===== config.mk =====
export PLATFORM = sky130hd
export DESIGN_NAME = coin_acceptor
export DESIGN_NICKNAME = d
export VERILOG_FILES = /design/src/rtl/coin_acceptor.sv
export SDC_FILE = /design/constraint.sdc
export NUM_CORES = 1
export LEC_CHECK = 0
export CAP_MARGIN = 30
export CORE_ASPECT_RATIO = 0.9
export CORE_MARGIN = 4
export CORE_UTILIZATION = 51
export DETAILED_ROUTE_END_ITERATION = 10
export PLACE_DENSITY_LB_ADDON = 0.2
export SETUP_SLACK_MARGIN = 0.2
export SLEW_MARGIN = 20
export SYNTH_ARGS = -nofsm -noshare
export SYNTH_HDL_FRONTEND = slang
export SYNTH_SLANG_ARGS = --single-unit

===== constraint.sdc =====
create_clock -name clk -period 2.1 [get_ports clk]
set_input_delay 0.315 -clock clk [delete_from_list [all_inputs] [get_ports clk]]
set_output_delay 0.315 -clock clk [all_outputs]
set_load 0.01 [all_outputs]

===== src/rtl/coin_acceptor.sv =====
// rtl/coin_acceptor.sv - debounced three-channel coin acceptor with code FIFO and sticky loss flag
module coin_acceptor #(
    parameter int DEBOUNCE = 4,
    parameter int DEPTH    = 4
) (
    input  logic       clk,
    input  logic       rst,
    input  logic [2:0] coin_raw,
    input  logic       ld,
    input  logic       op,
    output logic [1:0] sel,
    output logic [3:0] count,
    output logic       err
);

    localparam int       AW      = (DEPTH > 1) ? $clog2(DEPTH) : 1;
    localparam logic [3:0] DB_LAST = 4'(DEBOUNCE - 1);
    localparam logic [3:0] DEPTH_C = 4'(DEPTH);

    // synchronizer flops
    logic [2:0]    sync1_q;
    logic [2:0]    sync2_q;

    // per-channel debounce state
    logic [2:0]    db_q;
    logic [2:0]    db_d;
    logic [3:0]    cnt_q [3];
    logic [3:0]    cnt_d [3];
    logic [2:0]    rise;

    // coins seen but not yet queued, plus the loss flag
    logic [2:0]    pending_q;
    logic [2:0]    pending_d;
    logic          err_q;
    logic          err_d;

    // arbiter results
    logic [2:0]    grant;
    logic [1:0]    push_code;
    logic          push;
    logic          pop;

    // code FIFO
    logic [1:0]    mem_q [DEPTH];
    logic [AW-1:0] wr_ptr_q;
    logic [AW-1:0] rd_ptr_q;
    logic [AW-1:0] rd_next;
    logic [3:0]    count_q;
    logic [3:0]    count_d;
    logic [1:0]    sel_q;
    logic [1:0]    sel_d;

    // two-flop synchronizer on every raw coin line
    always_ff @(posedge clk) begin
        if (rst) begin
            sync1_q <= '0;
            sync2_q <= '0;
        end else begin
            sync1_q <= coin_raw;
            sync2_q <= sync1_q;
        end
    end

    // debounce: db flips on the DEBOUNCE-th consecutive mismatch; only a rising flip is a coin
    always_comb begin
        db_d = db_q;
        rise = '0;
        cnt_d = '{default: '0};
        for (int i = 0; i < 3; i++) begin
            if (sync2_q[i] != db_q[i]) begin
                if (cnt_q[i] == DB_LAST) begin
                    db_d[i] = ~db_q[i];
                    rise[i] = ~db_q[i];
                end else begin
                    cnt_d[i] = cnt_q[i] + 4'd1;
                end
            end
        end
    end

    // debounce state register
    always_ff @(posedge clk) begin
        if (rst) begin
            db_q  <= '0;
            cnt_q <= '{default: '0};
        end else begin
            db_q  <= db_d;
            cnt_q <= cnt_d;
        end
    end

    // priority arbiter: highest pending channel goes into the FIFO when there is room
    always_comb begin
        grant     = '0;
        push_code = 2'b00;
        if (count_q != DEPTH_C) begin
            if (pending_q[2]) begin
                grant     = 3'b100;
                push_code = 2'b11;
            end else if (pending_q[1]) begin
                grant     = 3'b010;
                push_code = 2'b10;
            end else if (pending_q[0]) begin
                grant     = 3'b001;
                push_code = 2'b01;
            end
        end
        push = |grant;
    end

    // pending bookkeeping; a new coin on a channel whose earlier coin is still waiting is lost
    always_comb begin
        pending_d = pending_q & ~grant;
        err_d     = err_q;
        for (int i = 0; i < 3; i++) begin
            if (rise[i]) begin
                if (pending_q[i] && !grant[i]) begin
                    err_d = 1'b1;
                end
                pending_d[i] = 1'b1;
            end
        end
    end

    // pending and error registers
    always_ff @(posedge clk) begin
        if (rst) begin
            pending_q <= '0;
            err_q     <= 1'b0;
        end else begin
            pending_q <= pending_d;
            err_q     <= err_d;
        end
    end

    // pop control and next head: sel is registered from the post-edge FIFO head
    always_comb begin
        pop     = ld && op && (count_q != 4'd0);
        rd_next = rd_ptr_q + AW'(1);
        count_d = count_q + {3'b000, push} - {3'b000, pop};
        sel_d   = 2'b00;
        if (pop) begin
            if (count_q > 4'd1) begin
                sel_d = mem_q[rd_next];
            end else if (push) begin
                sel_d = push_code;
            end
        end else if (count_q != 4'd0) begin
            sel_d = mem_q[rd_ptr_q];
        end else if (push) begin
            sel_d = push_code;
        end
    end

    // FIFO storage; contents are qualified by count so they need no reset
    always_ff @(posedge clk) begin
        if (push) begin
            mem_q[wr_ptr_q] <= push_code;
        end
    end

    // FIFO pointers, occupancy and presented code
    always_ff @(posedge clk) begin
        if (rst) begin
            wr_ptr_q <= '0;
            rd_ptr_q <= '0;
            count_q  <= '0;
            sel_q    <= 2'b00;
        end else begin
            if (push) begin
                wr_ptr_q <= wr_ptr_q + AW'(1);
            end
            if (pop) begin
                rd_ptr_q <= rd_next;
            end
            count_q <= count_d;
            sel_q   <= sel_d;
        end
    end

    assign sel   = sel_q;
    assign count = count_q;
    assign err   = err_q;

endmodule


# Yosys cells after proc, flatten, opt, wreduce, memory -nomap -nowiden
# Memories as Yosys holds them, arrays and structs flattened. A register that Yosys moved wholly into a read port is not among the register bits.
# Cells that the tools add are included.
# totals
n_memories,1
elab_cells,85
mem_bits_rw,8
in_bits,7
reg_bits,35
# classes
n_lt_le_gt_ge,1
n_mux,31
eq_ne,7
n_reduce_logical,16
n_addsub,7
bitwise,8
# memory_table
name,depth,width,rd,rd_ports_with_merged_regs,wr,line_no,source
mem_q,4,2,2,1,1,44,logic [1:0] mem_q [DEPTH];
# op_table
operator,n
two-way mux 2 bit,10
two-way mux 1 bit,19
adder 4 x 1 -> 4 bit (second input constant),3
== test 4 x 2 -> 1 bit (second input constant),3
OR reduction 3 bit,4
two-way mux 3 bit,2
NOT 1 bit,6
AND reduction 2 bit,3
logical AND 1 bit,5
adder 2 x 1 -> 2 bit (second input constant),2
adder 4 x 1 -> 4 bit,1
> comparator 4 x 1 -> 1 bit (second input constant),1
!= test 4 x 3 -> 1 bit (second input constant),1
nonzero test 4 bit,1
subtractor 4 x 1 -> 4 bit,1
bitwise AND 3 bit,1
zero test 1 bit,3
!= test 1 bit,3
NOT 3 bit,1

# Depth between registers and ports, before layout
# Gate-level depths: netlist (run 1).
# depth
word_depth,12
ltp_mapped,12
depth_no_buf,12

# Worst setup path before layout (run 1)
# OpenSTA, ideal clock, no wires.
# synth_path
path_kind,flip-flop to flip-flop
start,"register count_q[2], in the netlist count[2]"
end,"register count_q[2], in the netlist count[2]"
arrival_time_ns,2.207
period_less_slack_ns,2.334
setup_slack_ns,-0.234
path_stages_with_launch,12
cell_sequence,dfxtp_1 inv_1 ha_1 or3b_4 nor2b_4 ha_1 inv_1 ha_1 inv_1 fa_1 xor2_1 nor2_1
# synth_between
elab_cells_between_ends,7
classes_between,2 x add/sub; 1 x eq/ne; 1 x mux; 3 x reduce/logical
# synth_rtl
element,line_no,source
"start, declared",48,logic [3:0] count_q;
"start signal, assigned",176,count_q <= count_d;
nonzero test 4 bit,138,pop = ld && op && (count_q != 4'd0);
logical AND 1 bit,138,
net pop,41,logic pop;
subtractor 4 x 1 -> 4 bit,140,"count_d = count_q + {3'b000, push} - {3'b000, pop};"
# The timed path passes the listed nets, and every way through them passes these cells.
# A chain may end at the register's enable or synchronous reset.

# Worst setup path in the final report (run 1)
# layout_path
start,"register count_q[3], in the netlist count[3]"
end,"register count_q[1], in the netlist count[1]"
# The elaborated chain is that of the path after synthesis.

==> results of run 1 <==
==> worst min-delay path by stage <==
| stage | start | to | slack (ns) | depth (start not counted) |
|---|---|---|---|---|
| final | sync1_q[2] | sync2_q[2] | 0.44 | 1 |
| after detailed placement | sync1_q[2] | sync2_q[2] | 0.42 | 1 |
| after CTS | sync1_q[2] | sync2_q[2] | 0.44 | 1 |
| after global placement | cnt_q[4] | cnt_q[4] | 0.42 | 1 |
| after global routing | sync1_q[0] | sync2_q[0] | 0.46 | 1 |
| after floorplan | sync1_q[0] | sync2_q[0] | 0.41 | 1 |
==> synth_stat cells, types with 2 or more instances <==
cell and number:
nand2_1 4, nand3_1 3, xnor2_1 8, a211oi_1 2, a21oi_1 7, nand4_1 2
nor3b_2 2, nor3b_1 2, and2_1 4, nor2b_1 10, inv_1 13, o21ai_0 2
dfxtp_1 37, or3_1 2, mux2i_1 5, xor2_1 5, nand2b_1 2, nor2_1 27
edfxtp_1 8, ha_1 14, clkbuf_1 3, o22ai_1 2, mux4_2 3
==> metrics by stage <==
step / area, sq um / util [%] / instances
final: 2420 / 65.4 / 259
after global routing: 2420 / 65.4 / 259
after detailed placement: 2230 / 60.3 / 244
after global placement: 2230 / 60.3 / 244
after CTS: 2380 / 64.2 / 256
after floorplan: 2000 / - / 180
==> kinds of logic (layout without fill, tap and decap cells) <==
group | after synthesis | count (layout) | share of synthesized area [%]
fa+ha+maj | 15 | 15 | 10.0
mux | 9 | 9 | 7.38
xor+xnor | 13 | 13 | 5.84
flops | 45 | 45 | 50.3
buf+inv | 16 | 49 | 3.08
compound gates | 18 | 18 | 5.58
simple gates | 64 | 64 | 17.8
==> worst register-to-register path, stage by stage, from the launching register on <==
cell and delay (ns):
dfxtp_2 0.34, inv_4 0.07, ha_4 0.13, or3b_4 0.37, nor2b_4 0.15, ha_4 0.23, inv_2 0.06, ha_4 0.12
inv_2 0.03, fa_2 0.51, nor2_1 0.04
==> routing by layer <==
metal | global-route usage (%) | wire length (microns)
met5 | 0 | 0
met4 | 6.45 | 59
met3 | 6.03 | 149
met2 | 26.6 | 1740
met1 | 17.1 | 1440
==> timing repair <==
action	CTS	global route
buffers inserted	4	3
resized for setup	1	5
setup endpoints to repair	3	3
pin swaps	2	6
==> power groups by stage <==
stage                     Sequential, mW  Combinational [mW]  Clock [mW]
after floorplan                     1.02               0.375           0
after global placement              1.00               0.583           0
after detailed placement            1.01               0.609           0
after CTS                          0.987               0.665       0.652
after global routing               0.999               0.793       0.672
final                              0.991               0.720       0.629
==> cell type report <==
type / instances / area (sq um)
fillers: 299 / 1280
clock buffers: 7 / 108
flip-flops and latches: 45 / 983
multi-input cells: 119 / 973
clock inverters: 1 / 7.51
repair buffers: 28 / 243
inverters: 13 / 51.3
well taps: 46 / 57.6
==> registers in the layout, summed over array words and instances (netlist names), named ones only <==
register   cells
wr_ptr_q       2
count          4
sync2_q        3
pending_q      3
sync1_q        3
cnt_q         12
sel            2
rd_ptr_q       2
err            1
db_q           3
mem_q          8
==> run_results.csv, run 1 <==
group,metric,value,unit
outcome,status,"complete, but fails checks",
outcome,violations,"setup timing",
power_and_ir_drop,power_leakage,0.916,nW
floorplan,core,3700,sq um
timing,slew_viol_final,0,
critical_path,worst-path-stages,10,
route,wl_per_cell,13.1,microns
floorplan,pin_count,14,
timing,hold_viol,0,
global_route,grt_pass1_wl,5.74,mm
floorplan,die_area,4880,sq um
placement,post-place-ws,-0.0845,ns
placement,dp_hpwl,2.43,mm
power_and_ir_drop,power,2.34,mW
timing,rsz0062_at_grt,"yes",
critical_path,timing.critical_path.buf_inv,3,
timing,hold_ws,0.439,ns
timing,skew,0.00190,ns
clock_tree,clk_latency,0.29,ns
route,drtIter0Drc,64,
global_route,gr-usage-all-layers,15.6,%
critical_path,rr_startpoint,"count[3]",
critical_path,reg2regPathDepth,10,
critical_path,path_class,"reg2reg",
clock_tree,clockBufferDepth,2,
yosys,synth_cells,180,
yosys,synth_area,1950,sq um
power_and_ir_drop,p_seq_share,42.4,%
critical_path,rr_endpoint,"count[1]",
yosys,ys_seq_elements,45,
yosys,yosysSeqAreaShare,50.3,%
critical_path,worstSetupStartpoint,"count[3]",
yosys,synth_top_flop_cell,"dfxtp_1",
placement,io_buffer_count,13,
critical_path,crit_end,"count[1]",
yosys,yosysTopAreaCell,"dfxtp_1",
clock_tree,root_buffer,"clkbuf_8",
final_layout,diodes,0,
critical_path,cp_slowest_cell,"fa_2",
clock_tree,ctsHoldBuffers,0,
clock_tree,path_clk_slew,0.08,ns
critical_path,worstPathCellList,"inv_4 -> ha_4 -> or3b_4 -> nor2b_4 -> ha_4 -> inv_2 -> ha_4 -> inv_2 -> fa_2 -> nor2_1",
route,antenna_left,0,
yosys,synth_edf_count,8,
critical_path,slowest_delay,0.51,ns
critical_path,r2r_setup_slack,-0.04,ns
power_and_ir_drop,p_sw_share,27.3,%
critical_path,critical_path_required,2.29,ns
clock_tree,cts_buffers,5,
critical_path,critPathMostFrequentCell,"ha_4",
critical_path,cp-start-kind,"register",
hold_path,hold_path.class,"reg2reg",
final_layout,final_common_cell,"dfxtp_1",
global_route,grt_start_max_net_pins,19,
power_and_ir_drop,switchingPower,639,uW
power_and_ir_drop,comb_power_share,30.8,%
final_layout,drive_gt1_share,22.1,%
power_and_ir_drop,power_density,965,nW/um^2
critical_path,critPathMaxFanout,3,
route,routed-via-count,1330,
power_and_ir_drop,ir_drop,0.512,mV
power_and_ir_drop,internal-power,1.70,mW
flow_run,max-cap-violations,0,
clock_tree,cts_tree,"built",
yosys,synthDominantCellAreaShare,38.0,%
global_route,grt_pass1_vias,1338,
floorplan,start_util,52.6,%
timing,fin_crit_sh,102,%
global_route,antenna_found_initial,0,
final_layout,fin_nets,234,
yosys,syn_area_per_cell,10.8,sq um
yosys,ys_warn_count,0,
final_layout,area_growth,24.3,%
yosys,async_flop_share,0,%
critical_path,cp_data_arrival_time,2.33,ns
timing,tns,-0.0869,ns
clock_tree,htree_levels,2,
yosys,syn_nets,202,
timing,setup_viol,3,
floorplan,rows,21,
yosys,synth.area.top_cells,"dfxtp_1, edfxtp_1, ha_1",
timing,worstMarginPinSlew,0.519,ns
timing,period_needed,2.14,ns
timing,slew-limit-headroom,65.3,%
route,drcViolationCount,0,
floorplan,die_h,66.7,microns
yosys,synth_cell_types,36,
critical_path,end_kind,"register",
timing,setup_ws,-0.0399,ns
route,dr.pass1.iters,4,
timing,timing.fmax,0.467,GHz
critical_path,path_delay_family,"adder cells",
floorplan,die_width,73.2,microns
clock_tree,cts.sinks,45,
route,drt_wl_total,3.39,mm
placement,gp_congestion,0.739,
global_route,grt-ovfl-total,0,
final_layout,layout_common_cells,"dfxtp_1, nor2_1, buf_4",
power_and_ir_drop,p_clk_share,26.9,%
route,vias_per_cell,5.14,
Note: power is estimated with default switching activity, not from simulation.
==> run 2, diff against run 1 <==
Settings changed: ABC_AREA from default to 1, CORE_UTILIZATION 51 to 52.
==> run 2 against run 1 <==
- the run now ends clean
- synthesized cell count rose by 47%
- sequential cell count is the same
- via count up 23%
- global-route usage increased by 1.9 points
- non-clock buffer count down 1
- utilization is 1.3 points higher
- setup slack improved by 0.20 ns
- fmax grew 10%
- area after synthesis rose by 7.4%
- largest cell class unchanged
==> run_results.csv, run 2 <==
group,metric,value,unit
clock_tree,clockBufferDepth,2,
global_route,grt_pass1_wl,6.70,mm
placement,dp_hpwl,2.74,mm
timing,worstMarginPinSlew,0.426,ns
timing,skew,0.00613,ns
critical_path,path_class,"reg2reg",
floorplan,start_util,55.0,%
final_layout,fin_nets,317,
power_and_ir_drop,power,2.39,mW
final_layout,layout_common_cells,"inv_1, nor2_1, nand2_1",
critical_path,end_kind,"register",
clock_tree,clk_latency,0.30,ns
global_route,grt_start_max_net_pins,16,
timing,fin_crit_sh,92.4,%
global_route,antenna_found_initial,0,
floorplan,die_area,5110,sq um
power_and_ir_drop,power_density,939,nW/um^2
power_and_ir_drop,ir_drop,0.822,mV
clock_tree,path_clk_slew,0.09,ns
global_route,grt-ovfl-total,0,
final_layout,diodes,0,
critical_path,rr_startpoint,"count[3]",
placement,io_buffer_count,13,
timing,hold_viol,0,
yosys,syn_nets,287,
yosys,synth.area.top_cells,"dfxtp_1, edfxtp_1, inv_1",
floorplan,core,3810,sq um
clock_tree,cts_tree,"built",
global_route,gr-usage-all-layers,17.5,%
critical_path,critical_path_required,2.30,ns
timing,setup_viol,0,
yosys,synth_top_flop_cell,"dfxtp_1",
flow_run,max-cap-violations,0,
timing,slew-limit-headroom,71.6,%
final_layout,area_growth,21.4,%
yosys,syn_area_per_cell,7.90,sq um
route,dr.pass1.iters,4,
route,routed-via-count,1633,
route,vias_per_cell,4.77,
placement,gp_congestion,0.741,
final_layout,seq_area,993,sq um
route,antenna_left,0,
power_and_ir_drop,power_leakage,1.11,nW
yosys,synthDominantCellAreaShare,35.4,%
yosys,async_flop_share,0,%
hold_path,hold_end,"sync2_q[2]",
floorplan,rows,21,
final_layout,fillers,325,
clock_tree,ctsHoldBuffers,0,
yosys,synth_cells,265,
clock_tree,htree_levels,2,
timing,slew_viol_final,0,
yosys,yosysSeqAreaShare,46.8,%
yosys,synth_cell_types,23,
yosys,synth_most_common_cell,"inv_1",
yosys,synth_edf_count,8,
global_route,grt_pass1_vias,1615,
floorplan,die_width,74.9,microns
route,drtIter0Drc,55,
critical_path,r2r_setup_slack,0.16,ns
timing,period_needed,1.94,ns
yosys,synth_area,2090,sq um
final_layout,drive_gt1_share,15.9,%
clock_tree,cts_buffers,5,
critical_path,rr_endpoint,"count[1]",
placement,dpl.cell_count,324,
hold_path,hold_path_depth,2,
clock_tree,cts.sinks,45,
critical_path,cp_data_arrival_time,2.14,ns
floorplan,pin_count,14,
floorplan,die_h,68.2,microns
hold_path,hp-start,"sync1_q[2]",
final_layout,stdcell_count,342,
final_layout,largest_reg_flops,12,
final_layout,regMostFlops,"cnt_q",
hold_path,hold_path.class,"reg2reg",
timing,rsz0062_at_grt,"yes",
critical_path,reg2regPathDepth,12,
yosys,ys_seq_elements,45,
critical_path,critPathMaxFanout,3,
outcome,status,"finished, final reports clean",
timing,timing.fmax,0.515,GHz
route,drt_wl_total,3.77,mm
route,drcViolationCount,0,
final_layout,multi_input_area,981,sq um
route,wl_per_cell,11.0,microns
critical_path,cp-start-kind,"register",
clock_tree,root_buffer,"clkbuf_8",
yosys,synth_common_cells,"inv_1, nor2_1, nand2_1",
yosys,yosysTopAreaCell,"dfxtp_1",
yosys,ys_warn_count,0,
-- run 2: metal layers --
layer  up-vias  track usage, %  wire (microns)
met5         -               0               0
met4         0            5.33              55
met3         5            6.46             125
met2        20            28.9            1730
met1       724            21.2            1850
li1        884               -               -
-- run 2: area by class of cell --
cell class              count  share of cell area [%]
clock inverters             3                   0.787
flip-flops and latches     45                    39.1
clock buffers               5                    2.71
well taps                  46                    2.26
inverters                  48                    7.38
multi-input cells         168                    38.6
repair buffers             27                    9.25
-- run 2: stage by stage --
| stage | setup slack [ns] | TNS [ns] | util (%) | hold slack [ns] | cell area [sq um] |
|---|---|---|---|---|---|
| after global placement | -0.0244 | -0.0244 | 62.1 | 0.390 | 2370 |
| after CTS | 0.167 | 0 | 65.8 | 0.408 | 2510 |
| after floorplan | 0.168 | 0 | - | 0.384 | 2170 |
| final | 0.160 | 0 | 66.8 | 0.408 | 2540 |
| after detailed placement | -0.0683 | -0.127 | 62.1 | 0.396 | 2370 |
| after global routing | 0.0801 | 0 | 66.8 | 0.430 | 2540 |
-- run 2: timing repair --
action | CTS | global route
setup endpoints to repair | 3 | 3
resized for setup | 2 | 2
setup buffers | 6 | 4
cloned | 0 | 0
pin swaps | 4 | 3
-- run 2: worst max-delay path, stage by stage, from the launching register on --
cell and delay (ns):
dfxtp_4 0.37, inv_4 0.05, ha_4 0.16, nand2_4 0.08
nand2_4 0.06, nand2_4 0.09, clkinv_4 0.05, ha_4 0.20
inv_2 0.06, ha_4 0.13, inv_2 0.04, fa_2 0.51
nor2_1 0.04
-- run 2: kinds of logic after synthesis --
group                      synth area share (%)
AOI/OAI and AO/OA                          9.50
adders and majority gates                  9.32
and+or+nand+nor                            22.5
DFF                                        46.8
buffers and inverters                      9.80
xor gates and xnor gates                   2.09
-- run 2: report_power, final --
part	switching (mW)	leakage, nW	internal, mW
logic	0.422	0.678	0.383
clock network	0.306	0.0489	0.237
registers	0.0801	0.380	0.959
-- run 2: worst max-delay path by stage --
stage                   from       end  slack, ns
detailed placement        op  count[1]      -0.07
global route        count[3]  count[2]       0.08
floorplan           count[3]  count[1]       0.17
CTS                 count[3]  count[1]       0.17
global placement          ld  count[1]      -0.02
finish              count[3]  count[1]       0.16
==> run 3, diff against run 2 <==
Settings changed: CORE_UTILIZATION 52 to 62, CTS_CLUSTER_SIZE from default to 25.
Clock period 2.1 ns to 2.4 ns, I/O delays scaled along.
==> run 3 against run 2 <==
- final area is 2.9% lower
- register-to-register slack improved by 0.17 ns
- wire length decreased by 2.6%
- highest routed layer unchanged
==> run_results.csv, run 3 (synthesized netlist as in run 2, its figures left out) <==
group,metric,value,unit
final_layout,drive_gt1_share,12.8,%
timing,worstMarginPinSlew,0.403,ns
timing,tns,0,ns
clock_tree,cts_buffers,5,
clock_tree,clk_latency,0.29,ns
clock_tree,clockBufferDepth,2,
route,antenna_left,0,
final_layout,largest_reg_flops,12,
timing,skew,0.00241,ns
flow_run,max-cap-violations,0,
timing,setup_ws,0.331,ns
critical_path,rr_endpoint,"count[1]",
route,drtIter0Drc,97,
final_layout,fin_nets,310,
floorplan,core,3140,sq um
placement,post-place-ws,0.137,ns
route,dr_wl_met3,198,microns
floorplan,die_area,4370,sq um
timing,fin_crit_sh,86.2,%
final_layout,stdcell_count,330,
final_layout,diodes,0,
clock_tree,htree_levels,2,
global_route,gr-usage-all-layers,17.5,%
hold_path,hold_path.class,"reg2reg",
critical_path,rr_startpoint,"count[3]",
global_route,grt_pass1_wl,6.18,mm
floorplan,die_width,69.3,microns
route,dr.pass1.iters,4,
critical_path,reg2regPathDepth,12,
floorplan,rows,19,
timing,slew_viol_final,0,
floorplan,pin_count,14,
timing,timing.fmax,0.483,GHz
timing,slew-limit-headroom,73.1,%
clock_tree,root_buffer,"clkbuf_8",
final_layout,post-route-util,78.7,%
final_layout,fin_area,2470,sq um
route,wl_met2,1.65,mm
power_and_ir_drop,power_density,834,nW/um^2
critical_path,path_class,"reg2reg",
global_route,antenna_found_initial,0,
critical_path,cp_data_arrival_time,2.26,ns
final_layout,fillers,222,
global_route,grt-ovfl-total,0,
route,wl_per_cell,11.1,microns
critical_path,r2r_setup_slack,0.33,ns
route,vias_per_cell,4.94,
final_layout,area_growth,17.9,%
outcome,status,"finished, final reports clean",
route,drt_wl_total,3.67,mm
power_and_ir_drop,power,2.06,mW
placement,dp_hpwl,2.53,mm
timing,setup_viol,0,
clock_tree,path_clk_slew,0.08,ns
route,maxUsedRoutingLayer,"met4",
critical_path,crit_end,"count[1]",
floorplan,start_util,66.7,%
final_layout,regMostFlops,"cnt_q",
power_and_ir_drop,ir_drop,0.775,mV
floorplan,die_h,63.1,microns
timing,period_needed,2.07,ns
placement,io_buffer_count,13,
route,drcViolationCount,0,
timing,hold_viol,0,
global_route,grt_start_max_net_pins,14,
route,routed-via-count,1631,
placement,dpl.cell_count,319,
global_route,grt_pass1_vias,1458,
final_layout,layout_common_cells,"inv_1, nor2_1, nand2_1",
clock_tree,cts_tree,"built",
placement,dpl_cell_area,2280,sq um
route,wl_met1,1.72,mm
placement,gp_congestion,0.837,
timing,rsz0062_at_grt,"no",
critical_path,cp-start-kind,"register",
critical_path,critical_path_required,2.59,ns
clock_tree,cts.sinks,45,
critical_path,worstSetupStartpoint,"count[3]",
power_and_ir_drop,power_leakage,1.08,nW
final_layout,final_common_cell,"inv_1",
timing,hold_ws,0.403,ns
critical_path,critPathMaxFanout,6,
critical_path,end_kind,"register",
==> run 3: cell count changes in the layout (fill, tap and decap cells not counted), moves of 2 or more <==
cell / delta
inv_4: -2
dfxtp_2: +3
ha_4: -2
buf_4: -7
inv_1: +2
dfxtp_4: -3
ha_2: +2
==> run 3: critical path, stage by stage (launching register included) <==
cell      delay (ns)
dfxtp_2         0.34
inv_2           0.05
ha_4            0.16
nand2_4         0.10
nand2_4         0.07
nand2_4         0.09
clkinv_4        0.07
ha_4            0.23
inv_1           0.06
ha_2            0.18
inv_1           0.05
fa_2            0.51
nor2_1          0.04
==> run 3: area by class of cell <==
cell class	count	area, sq um	share of cell area [%]
clock buffer	6	93.8	3.80
clock inverter	1	5.00	0.203
inverter	48	185	7.50
multi-input combinational	168	965	39.1
sequential	45	986	39.9
tap	42	52.6	2.13
timing repair buffer	20	183	7.40
==> run 3: per-layer routing <==
metal | up-vias | track usage [%]
met5 | - | 0
met4 | 0 | 7.32
met3 | 11 | 6.04
met2 | 41 | 27.4
met1 | 715 | 22.0
li1 | 864 | -
==> run 3: what timing repair did <==
action | 4_1_cts | 5_1_grt
hold buffers | 0 | 0
resized for setup | 2 | 16
setup buffers | 0 | 4
endpoints found under the setup margin | 1 | 3
pin swaps | 0 | 3
==> run 3: power by group <==
part	switching (mW)	internal (mW)	leakage [nW]
Combinational	0.364	0.299	0.645
Sequential	0.0588	0.831	0.379
Clock	0.245	0.261	0.0522
Total	0.668	1.39	1.08
==> run 3: how the worst min path moves through the flow <==
stage                     from          to  slack [ns]  cells after the start
floorplan           sync1_q[0]  sync2_q[0]        0.39                      2
global placement    sync1_q[2]  sync2_q[2]        0.39                      2
detailed placement  sync1_q[2]  sync2_q[2]        0.39                      2
CTS                 sync1_q[2]  sync2_q[2]        0.40                      2
global route        sync1_q[0]  sync2_q[0]        0.41                      2
finish              sync1_q[2]  sync2_q[2]        0.40                      2
